--- src/rtl/snake_score_counter.sv ---
// Adds POINTS_PER_FOOD to a 4-digit BCD score one digit per cycle; score/high score update 6 cycles after an idle event.
// No backpressure: up to PEND_MAX events queue while an addition runs, further events are dropped and flagged.
module snake_score_counter #(
    parameter int SCORE_WIDTH     = 14,
    parameter int POINTS_PER_FOOD = 1,
    parameter int PEND_MAX        = 3
) (
    input  logic                   i_Clk,
    input  logic                   i_Rst_n,
    input  logic                   i_Eat,
    input  logic                   i_GameStart,
    input  logic                   i_GameOver,
    output logic [SCORE_WIDTH-1:0] o_Score,
    output logic [15:0]            o_ScoreBCD,
    output logic [SCORE_WIDTH-1:0] o_HighScore,
    output logic                   o_Busy,
    output logic                   o_Updated,
    output logic                   o_Dropped,
    output logic                   o_Saturated
);

    typedef enum logic [1:0] {S_IDLE, S_ADD, S_COMMIT} state_t;

    localparam logic [1:0] LP_PEND_MAX = PEND_MAX[1:0];
    localparam logic [3:0] LP_POINTS   = POINTS_PER_FOOD[3:0];

    state_t                 r_state;
    logic [1:0]             r_pend;
    logic [1:0]             r_k;
    logic                   r_carry;
    logic [3:0][3:0]        r_dig;
    logic [SCORE_WIDTH-1:0] r_score;
    logic [SCORE_WIDTH-1:0] r_high;
    logic [15:0]            r_bcd;
    logic                   r_upd;
    logic                   r_drop;
    logic                   r_sat;

    logic                   w_accept;
    logic                   w_start;
    logic [3:0]             w_addend;
    logic [4:0]             w_sum;
    logic                   w_cout;
    logic [3:0]             w_digit;
    logic [SCORE_WIDTH-1:0] w_bin;

    assign w_accept = i_Eat & ~i_GameOver & ~i_GameStart;
    assign w_start  = (r_state == S_IDLE) && (r_pend != 2'd0);

    // Points enter at the units digit only; higher digits see just the carry.
    assign w_addend = (r_k == 2'd0) ? LP_POINTS : 4'd0;
    assign w_sum    = {1'b0, r_dig[r_k]} + {1'b0, w_addend} + {4'd0, r_carry};
    assign w_cout   = (w_sum > 5'd9);
    assign w_digit  = w_cout ? (w_sum[3:0] - 4'd10) : w_sum[3:0];

    assign w_bin = SCORE_WIDTH'(r_dig[3]) * SCORE_WIDTH'(1000)
                 + SCORE_WIDTH'(r_dig[2]) * SCORE_WIDTH'(100)
                 + SCORE_WIDTH'(r_dig[1]) * SCORE_WIDTH'(10)
                 + SCORE_WIDTH'(r_dig[0]);

    always_ff @(posedge i_Clk or negedge i_Rst_n) begin
        if (!i_Rst_n) begin
            r_state <= S_IDLE;
            r_pend  <= 2'd0;
            r_k     <= 2'd0;
            r_carry <= 1'b0;
            r_dig   <= '0;
            r_score <= '0;
            r_high  <= '0;
            r_bcd   <= '0;
            r_upd   <= 1'b0;
            r_drop  <= 1'b0;
            r_sat   <= 1'b0;
        end else begin
            r_upd  <= 1'b0;
            r_drop <= 1'b0;
            if (i_GameStart) begin
                r_state <= S_IDLE;
                r_pend  <= 2'd0;
                r_k     <= 2'd0;
                r_carry <= 1'b0;
                r_dig   <= '0;
                r_score <= '0;
                r_bcd   <= '0;
                r_sat   <= 1'b0;
            end else begin
                if (w_accept && !w_start) begin
                    if (r_pend == LP_PEND_MAX) r_drop <= 1'b1;
                    else                       r_pend <= r_pend + 2'd1;
                end else if (!w_accept && w_start) begin
                    r_pend <= r_pend - 2'd1;
                end

                case (r_state)
                    S_IDLE: begin
                        if (w_start) begin
                            r_state <= S_ADD;
                            r_k     <= 2'd0;
                            r_carry <= 1'b0;
                        end
                    end
                    S_ADD: begin
                        r_dig[r_k] <= w_digit;
                        r_carry    <= w_cout;
                        r_k        <= r_k + 2'd1;
                        if (r_k == 2'd3) begin
                            r_state <= S_COMMIT;
                            // Overflow past 9999 clamps rather than wrapping.
                            if (w_cout) begin
                                r_dig <= 16'h9999;
                                r_sat <= 1'b1;
                            end
                        end
                    end
                    S_COMMIT: begin
                        r_bcd   <= r_dig;
                        r_score <= w_bin;
                        if (w_bin > r_high) r_high <= w_bin;
                        r_upd   <= 1'b1;
                        r_state <= S_IDLE;
                    end
                    default: r_state <= S_IDLE;
                endcase
            end
        end
    end

    assign o_Score     = r_score;
    assign o_ScoreBCD  = r_bcd;
    assign o_HighScore = r_high;
    assign o_Busy      = (r_state != S_IDLE) || (r_pend != 2'd0);
    assign o_Updated   = r_upd;
    assign o_Dropped   = r_drop;
    assign o_Saturated = r_sat;

endmodule

--- config.mk ---
export PLATFORM = sky130hd
export DESIGN_NAME = snake_score_counter
export DESIGN_NICKNAME = d
export VERILOG_FILES = /design/src/rtl/snake_score_counter.sv
export SDC_FILE = /design/constraint.sdc
export NUM_CORES = 1
export LEC_CHECK = 0
export ABC_AREA = 1
export ABC_CLOCK_PERIOD_IN_PS = 6100
export CORE_MARGIN = 10
export CORE_UTILIZATION = 45
export CTS_BUF_LIST = sky130_fd_sc_hd__clkbuf_4
export CTS_CLUSTER_DIAMETER = 60
export DETAILED_ROUTE_END_ITERATION = 7
export HOLD_SLACK_MARGIN = 0.03
export PLACE_DENSITY = 0.7
export SKIP_CTS_REPAIR_TIMING = 1
export SLEW_MARGIN = 30
export SYNTH_ARGS = -nofsm -noshare
export SYNTH_HDL_FRONTEND = slang
export SYNTH_SLANG_ARGS = --single-unit
--- constraint.sdc ---
create_clock -name i_Clk -period 6.1 [get_ports i_Clk]
set_clock_uncertainty 0.15 [all_clocks]
set_input_delay 1.22 -clock i_Clk [delete_from_list [all_inputs] [get_ports i_Clk]]
set_output_delay 1.22 -clock i_Clk [all_outputs]
set_load 0.01 [all_outputs]
### After elaboration in Yosys (flattened, before gate mapping)

Cells that the tools add are included.

* bits of input ports: 5
* bits in registers: 70

* equal/unequal tests: 7
* reduce and logical (&&, ||, !) cells: 22
* $lt $le $gt $ge: 4
* mux-type cells: 38
* bitwise logic cells: 4
* add/subtract/negate cells: 9
* multiply operators: 3

Operator list (number)
* 16-bit two-way mux: 6
* 14-bit two-way mux: 2
* 2-bit two-way mux: 9
* 16-bit bitwise mux: 1
* 14-bit by 11-bit adder with 14-bit output: 1
* 14-bit by 4-bit adder with 14-bit output: 1
* 14-bit by 8-bit adder with 14-bit output: 1
* 14-bit greater-than comparator: 1
* 1-bit two-way mux: 12
* 4-bit two-way mux: 3
* 2-bit nonzero test: 6
* 4-bit by 7-bit multiplier with 11-bit output, second input constant: 1
* 4-bit by 5-bit multiplier with 9-bit output, second input constant: 1
* 3-bit inequality test, second input constant: 3
* 4-bit binary-select mux with 2-bit select: 1
* 4-bit demux with 2-bit select: 1
* 2-bit case mux with 2 select lines: 2
* 4-bit by 3-bit multiplier with 7-bit output, second input constant: 1
* 2-bit == test, second input constant: 3
* 2-bit AND reduction: 3
* 3-bit AND reduction: 2
* 3-bit nonzero test: 2
* 4-bit by 1-bit adder with 5-bit output: 1
* 5-bit by 1-bit adder with 5-bit output: 1
* 14 further kinds: 22

### Longest topological paths before layout

* depth in word-level cells: 11
* depth in mapped cells: 31
* gate-level depth less buffers: 29

### Worst setup path after synthesis

OpenSTA, ideal clock, no wires.

* path kind: register to register
* start point: reg r_dig[14] (netlist bit)
* end point: reg r_high[11] (netlist: o_HighScore[11])
* data required time: 5819 ps
* data arrival time: 5454 ps
* slack: 366 ps
* setup time: 131 ps
* clock period less this slack: 5734 ps
* stages on the path, launching flop included: 29
* path through: dfrtp_1 fa_1 inv_1 fa_1 inv_1 ha_1 a21oi_1 o21ai_0 xor2_1 inv_1 ha_1 ha_1 ha_1 nand2_1 inv_1 nand2_1 nand3_1 nand2_1 a21oi_1 or2_2 nand2_1 inv_1 ha_1 nand2_1 o41ai_1 a21o_1 buf_2 clkbuf_1 o21ai_0

* word-level cells in the longest chain between the ends: 6

RTL lines
* from (decl): line 31 `logic [3:0][3:0] r_dig;`
* from (signal, indexed assignment): line 103 `r_dig[r_k] <= w_digit;`
* 4-bit by 7-bit multiplier with 11-bit output: line 56 `assign w_bin = SCORE_WIDTH'(r_dig[3]) * SCORE_WIDTH'(1000)`
* 14-bit by 11-bit adder with 14-bit output: line 57 `+ SCORE_WIDTH'(r_dig[2]) * SCORE_WIDTH'(100)`
* 14-bit by 8-bit adder with 14-bit output: line 58 `+ SCORE_WIDTH'(r_dig[1]) * SCORE_WIDTH'(10)`
* 14-bit by 4-bit adder with 14-bit output: line 59 `+ SCORE_WIDTH'(r_dig[0]);`
* via w_bin[13]: line 45 `logic [SCORE_WIDTH-1:0] w_bin;`
* 14-bit greater-than comparator: line 118 `if (w_bin > r_high) r_high <= w_bin;`
* 3-bit AND reduction (no line)
* to (signal assigned): line 118
* to (decl): line 33 `logic [SCORE_WIDTH-1:0] r_high;`

The timed path passes the listed nets, and every way through them passes these cells.
A chain may end at the register's enable or synchronous reset.

### Worst setup path in the final report

* start point: reg r_dig[15] (netlist bit)
* end point: reg r_high[11] (netlist: o_HighScore[11])

Same word-level chain as after synthesis.

==> tab_implementation.tex <==
\begin{tabular}{lr}
\hline
Metric & Value \\
\hline
\multicolumn{2}{l}{\textbf{Floorplanning}} \\
\quad Die H & 127.2 µm \\
\quad I/O pin cnt & 53 \\
\quad Die ar. & 16180 µm² \\
\quad Starting density of the core & 45.69\% \\
\quad Standard-cell rows & 39 \\
\quad Area inside the core boundary & 11320 µm² \\
\quad Die width & 127.2 µm \\
\multicolumn{2}{l}{\textbf{Cells and area}} \\
\quad Number of nets at the end of the flow & 780 \\
\quad Final Util & 53.79\% \\
\quad Synth-to-layout area growth & 17.73\% \\
\quad Multi-input gate area in the final layout & 3028 µm² \\
\quad Leading cell type in the layout, fill and taps excluded & sky130\_fd\_sc\_hd\_\_nand2\_1 \\
\quad Combined flip-flop and latch cell area & 1728 µm² \\
\quad Total of fill cells in the finished design & 1060 \\
\quad Proportion of layout cells with a drive suffix above 1 & 7.826\% \\
\quad Leading cell types in the layout, fill and taps excluded & sky130\_fd\_sc\_hd\_\_nand2\_1, sky130\_fd\_sc\_hd\_\_inv\_1, sky130\_fd\_sc\_hd\_\_ha\_1 \\
\multicolumn{2}{l}{\textbf{Timing}} \\
\quad Final period util & 93.08\% \\
\quad Slew at the pin closest to its max-slew limit & 0.9333 ns \\
\quad Headroom to the max-slew limit & 37.55\% \\
\quad Fin worst setup slack & 0.4221 ns \\
\quad Number of setup violations in the final report & 0 \\
\quad Setup repair after global routing missed its margin & false \\
\quad Number of hold-slack violations in the final timing report & 0 \\
\quad Total negative slack for setup checks & 0 ns \\
\quad Count of final max-slew check failures & 0 \\
\quad Final worst path period need & 5.678 ns \\
\quad Highest clock frequency the design can meet & 176.1 MHz \\
\multicolumn{2}{l}{\textbf{Pwr}} \\
\quad Cell-internal power & 890.1 µW \\
\quad Largest voltage drop on the vdd net & 0.1181 mV \\
\quad Combinational share of power & 38.2\% \\
\quad Power per Cell Area & 239.9 nW/µm² \\
\quad Fraction of power consumed by the clock network & 26.4\% \\
\quad Power, Total & 1.461 mW \\
\quad Pleak & 3.168 nW \\
\quad Sequential group share of total power & 35.4\% \\
\quad Switching portion of total power & 39.07\% \\
\quad NetSw & 570.8 µW \\
\multicolumn{2}{l}{\textbf{Global routing}} \\
\quad Total Routing Usage GR & 15.79\% \\
\quad Wire length of the first global-routing pass & 21570 µm \\
\quad Number of antenna violations at the first check in global routing & 1 \\
\quad Number of global-route vias before repair & 4535 \\
\quad Largest net degree at the start of global routing & 70 \\
\quad Congestion Overflow GR & 0 \\
\multicolumn{2}{l}{\textbf{Logic synthesis}} \\
\quad Register bit total from synthesis & 69 \\
\quad Register area share after synthesis & 33.38\% \\
\quad Proportion of synthesized flip-flops having asynchronous set or reset & 100.0\% \\
\quad Library cell with the largest summed area after synthesis & sky130\_fd\_sc\_hd\_\_dfrtp\_1 \\
\quad EDFF count, synth & 0 \\
\quad Mux cell area share after synthesis & 0\% \\
\quad Share of the synthesized netlist area taken by xor and xnor gates & 2.709\% \\
\quad Most frequently used flop master after synthesis & sky130\_fd\_sc\_hd\_\_dfrtp\_1 \\
\quad Main area contributors after synthesis & sky130\_fd\_sc\_hd\_\_dfrtp\_1, sky130\_fd\_sc\_hd\_\_ha\_1, sky130\_fd\_sc\_hd\_\_nand2\_1 \\
\quad Syn Std Cell Area & 5172 µm² \\
\quad Area fraction of the dominant cell type after synthesis & 33.38\% \\
\quad Adder-cell share of the synthesized area & 24.38\% \\
\quad Combinational family with the most area after synthesis & adder cells \\
\quad Compound-cell area share of the yosys netlist & 12.70\% \\
\quad Netlist cell types & 37 \\
\quad Area fraction in and, or, nand and nor cells after synthesis & 17.63\% \\
\quad Post-Syn Area per Cell & 8.197 µm² \\
\quad Number of nets in the synthesized netlist & 726 \\
\quad Mapped Cells & 631 \\
\quad Synth Warn \# & 0 \\
\multicolumn{2}{l}{\textbf{Route}} \\
\quad Initial DRC count & 400 \\
\quad Antenna Violating Nets Remaining & 0 \\
\quad Wirelength per Cell & 15.06 µm \\
\quad Post-detailed-route DRC marker count & 0 \\
\quad Vias per Instance & 5.312 \\
\quad TritonRoute pass-1 iters & 6 \\
\quad Detailed-route wire length & 12560 µm \\
\quad Vias post-DR & 4430 \\
\multicolumn{2}{l}{\textbf{Critical path}} \\
\quad Endpoint of the worst-slack reg-to-reg timing path & o\_HighScore[11] \\
\quad Crit Path Category & reg -> reg \\
\quad Arr. time, crit path & 5.82 ns \\
\quad Cell repeated most along the worst path & sky130\_fd\_sc\_hd\_\_nand2\_1 \\
\quad Termination of the worst setup path & o\_HighScore[11] \\
\quad Required time reported for the critical path endpoint & 6.25 ns \\
\quad CP startpoint & r\_dig[15] \\
\quad Setup slack of the most critical reg-to-reg path & 0.42 ns \\
\quad Worst path slowest cell & sky130\_fd\_sc\_hd\_\_fa\_2 \\
\quad Biggest fanout along the worst timing path & 28 \\
\quad Dominant delay contributor by cell family on the critical path & adder cells \\
\quad WP depth & 27 \\
\quad Worst-case reg-to-reg path depth & 27 \\
\quad Category of the worst setup path launch point & register \\
\quad Maximum single-stage delay on the critical path & 0.62 ns \\
\quad Crit Reg-Reg Startpoint & r\_dig[15] \\
\quad Worst path bufs/invs & 5 \\
\quad Type of element capturing the critical path & register \\
\multicolumn{2}{l}{\textbf{Placement}} \\
\quad Number of I/O port buffers & 52 \\
\quad Worst Setup Slack post-DPL & 0.1186 ns \\
\quad HPWL Detailed & 9671 µm \\
\quad Final RePlAce weighted congestion & 0.9207 \\
\multicolumn{2}{l}{\textbf{Clock network}} \\
\quad Number of buffers created by CTS & 9 \\
\quad CTS tree & done \\
\quad CTS H-tree lvls & 3 \\
\quad Clock root buffer & sky130\_fd\_sc\_hd\_\_clkbuf\_4 \\
\quad Clock slew at reported path FFs & 0.10 ns \\
\quad Clock insertion delay at the later pin of the skew report & 0.44 ns \\
\quad Clk sink count & 69 \\
\quad Bufs on Longest Clock Path & 2 \\
\multicolumn{2}{l}{\textbf{Flow run}} \\
\quad Max-cap check violation count & 0 \\
\multicolumn{2}{l}{\textbf{Hold path}} \\
\quad Min-Delay Path Class & reg -> reg \\
\quad Worst hold start & o\_Score[9] \\
\multicolumn{2}{l}{\textbf{Run status}} \\
\quad Status & finished clean \\
\hline
\end{tabular}
routing by layer:
| metal | vias up | part of all wire [%] | track usage (%) | wire [µm] |
|---|---|---|---|---|
| met4 | 0 | 2.6 | 6.966 | 331 |
| met3 | 32 | 4.4 | 2.399 | 552 |
| met2 | 110 | 49 | 26.85 | 6108 |
| met1 | 2143 | 44 | 19.35 | 5566 |
| met5 | - | 0 | 0 | 0 |
| li1 | 2145 | - | - | - |
stage by stage:
| stage | instances | area (µm²) | hold slack, ns |
|---|---|---|---|
| 2_1_floorplan | 631 | 5172 | 0.3468 |
| 3_3_place_gp | 816 | 5827 | 0.3186 |
| 3_5_place_dp | 816 | 5827 | 0.3219 |
| 4_1_cts | 832 | 6013 | 0.3466 |
| 5_1_grt | 834 | 6090 | 0.3739 |
| 6_report | 834 | 6090 | 0.3371 |
worst min-delay path, cell delays in order (launching register included):
cell,delay (ns)
sky130_fd_sc_hd__dfrtp_1,0.35
sky130_fd_sc_hd__nand2_1,0.05
sky130_fd_sc_hd__o21ai_0,0.05
cell usage after synthesis, drive strengths merged (2+ instances only):
master and count:
xnor2 2, a22oi 2, nand2 143, clkbuf 10, dfrtp 69, o21ai 68, nand4 3, or2 3
fa 18, buf 5, o211ai 3, nand3 35, a31o 3, o22ai 2, a21oi 31, ha 72
nor2 30, xor2 14, nor3 4, inv 106
worst min-delay path by stage:
stage	endpoint	slack [ns]	cells after the start
floorplan	r_pend[1]	0.35	2
global placement	o_Score[7]	0.32	2
detailed placement	o_Score[9]	0.32	2
CTS	o_Score[9]	0.35	2
global route	o_Score[7]	0.37	2
finish	o_Score[9]	0.34	2
cell families (layout without fill, tap and decap cells):
group	after synthesis	count (layout)
compound gates	117	117
xor+xnor	16	16
fa+ha+maj	90	90
buf+inv	121	180
flops	69	69
other cells	0	1
simple gates	218	218
flip-flops by register name (all words and copies together) (netlist names), 2 cells and up:
name	cells
r_k	2
o_Score	14
r_pend	2
r_state	2
r_dig	16
o_ScoreBCD	15
o_HighScore	14
power groups by stage:
stage | Combinational, mW | Clock, mW | Sequential (mW)
after floorplan | 0.418 | 0 | 0.512
after global placement | 0.531 | 0 | 0.524
after detailed placement | 0.546 | 0 | 0.525
after CTS | 0.553 | 0.388 | 0.516
after global routing | 0.638 | 0.411 | 0.521
final | 0.558 | 0.386 | 0.517
layout make-up:
cell class / count / area share [%]
well taps: 143 / 2.938
inverters: 106 / 6.534
flip-flops and latches: 69 / 28.37
multi-input cells: 441 / 49.72
diodes: 1 / 0.04109
clock buffers: 10 / 1.233
repair buffers: 58 / 9.328
clock inverters: 6 / 1.829
Note: power is estimated with default switching activity, not from simulation.
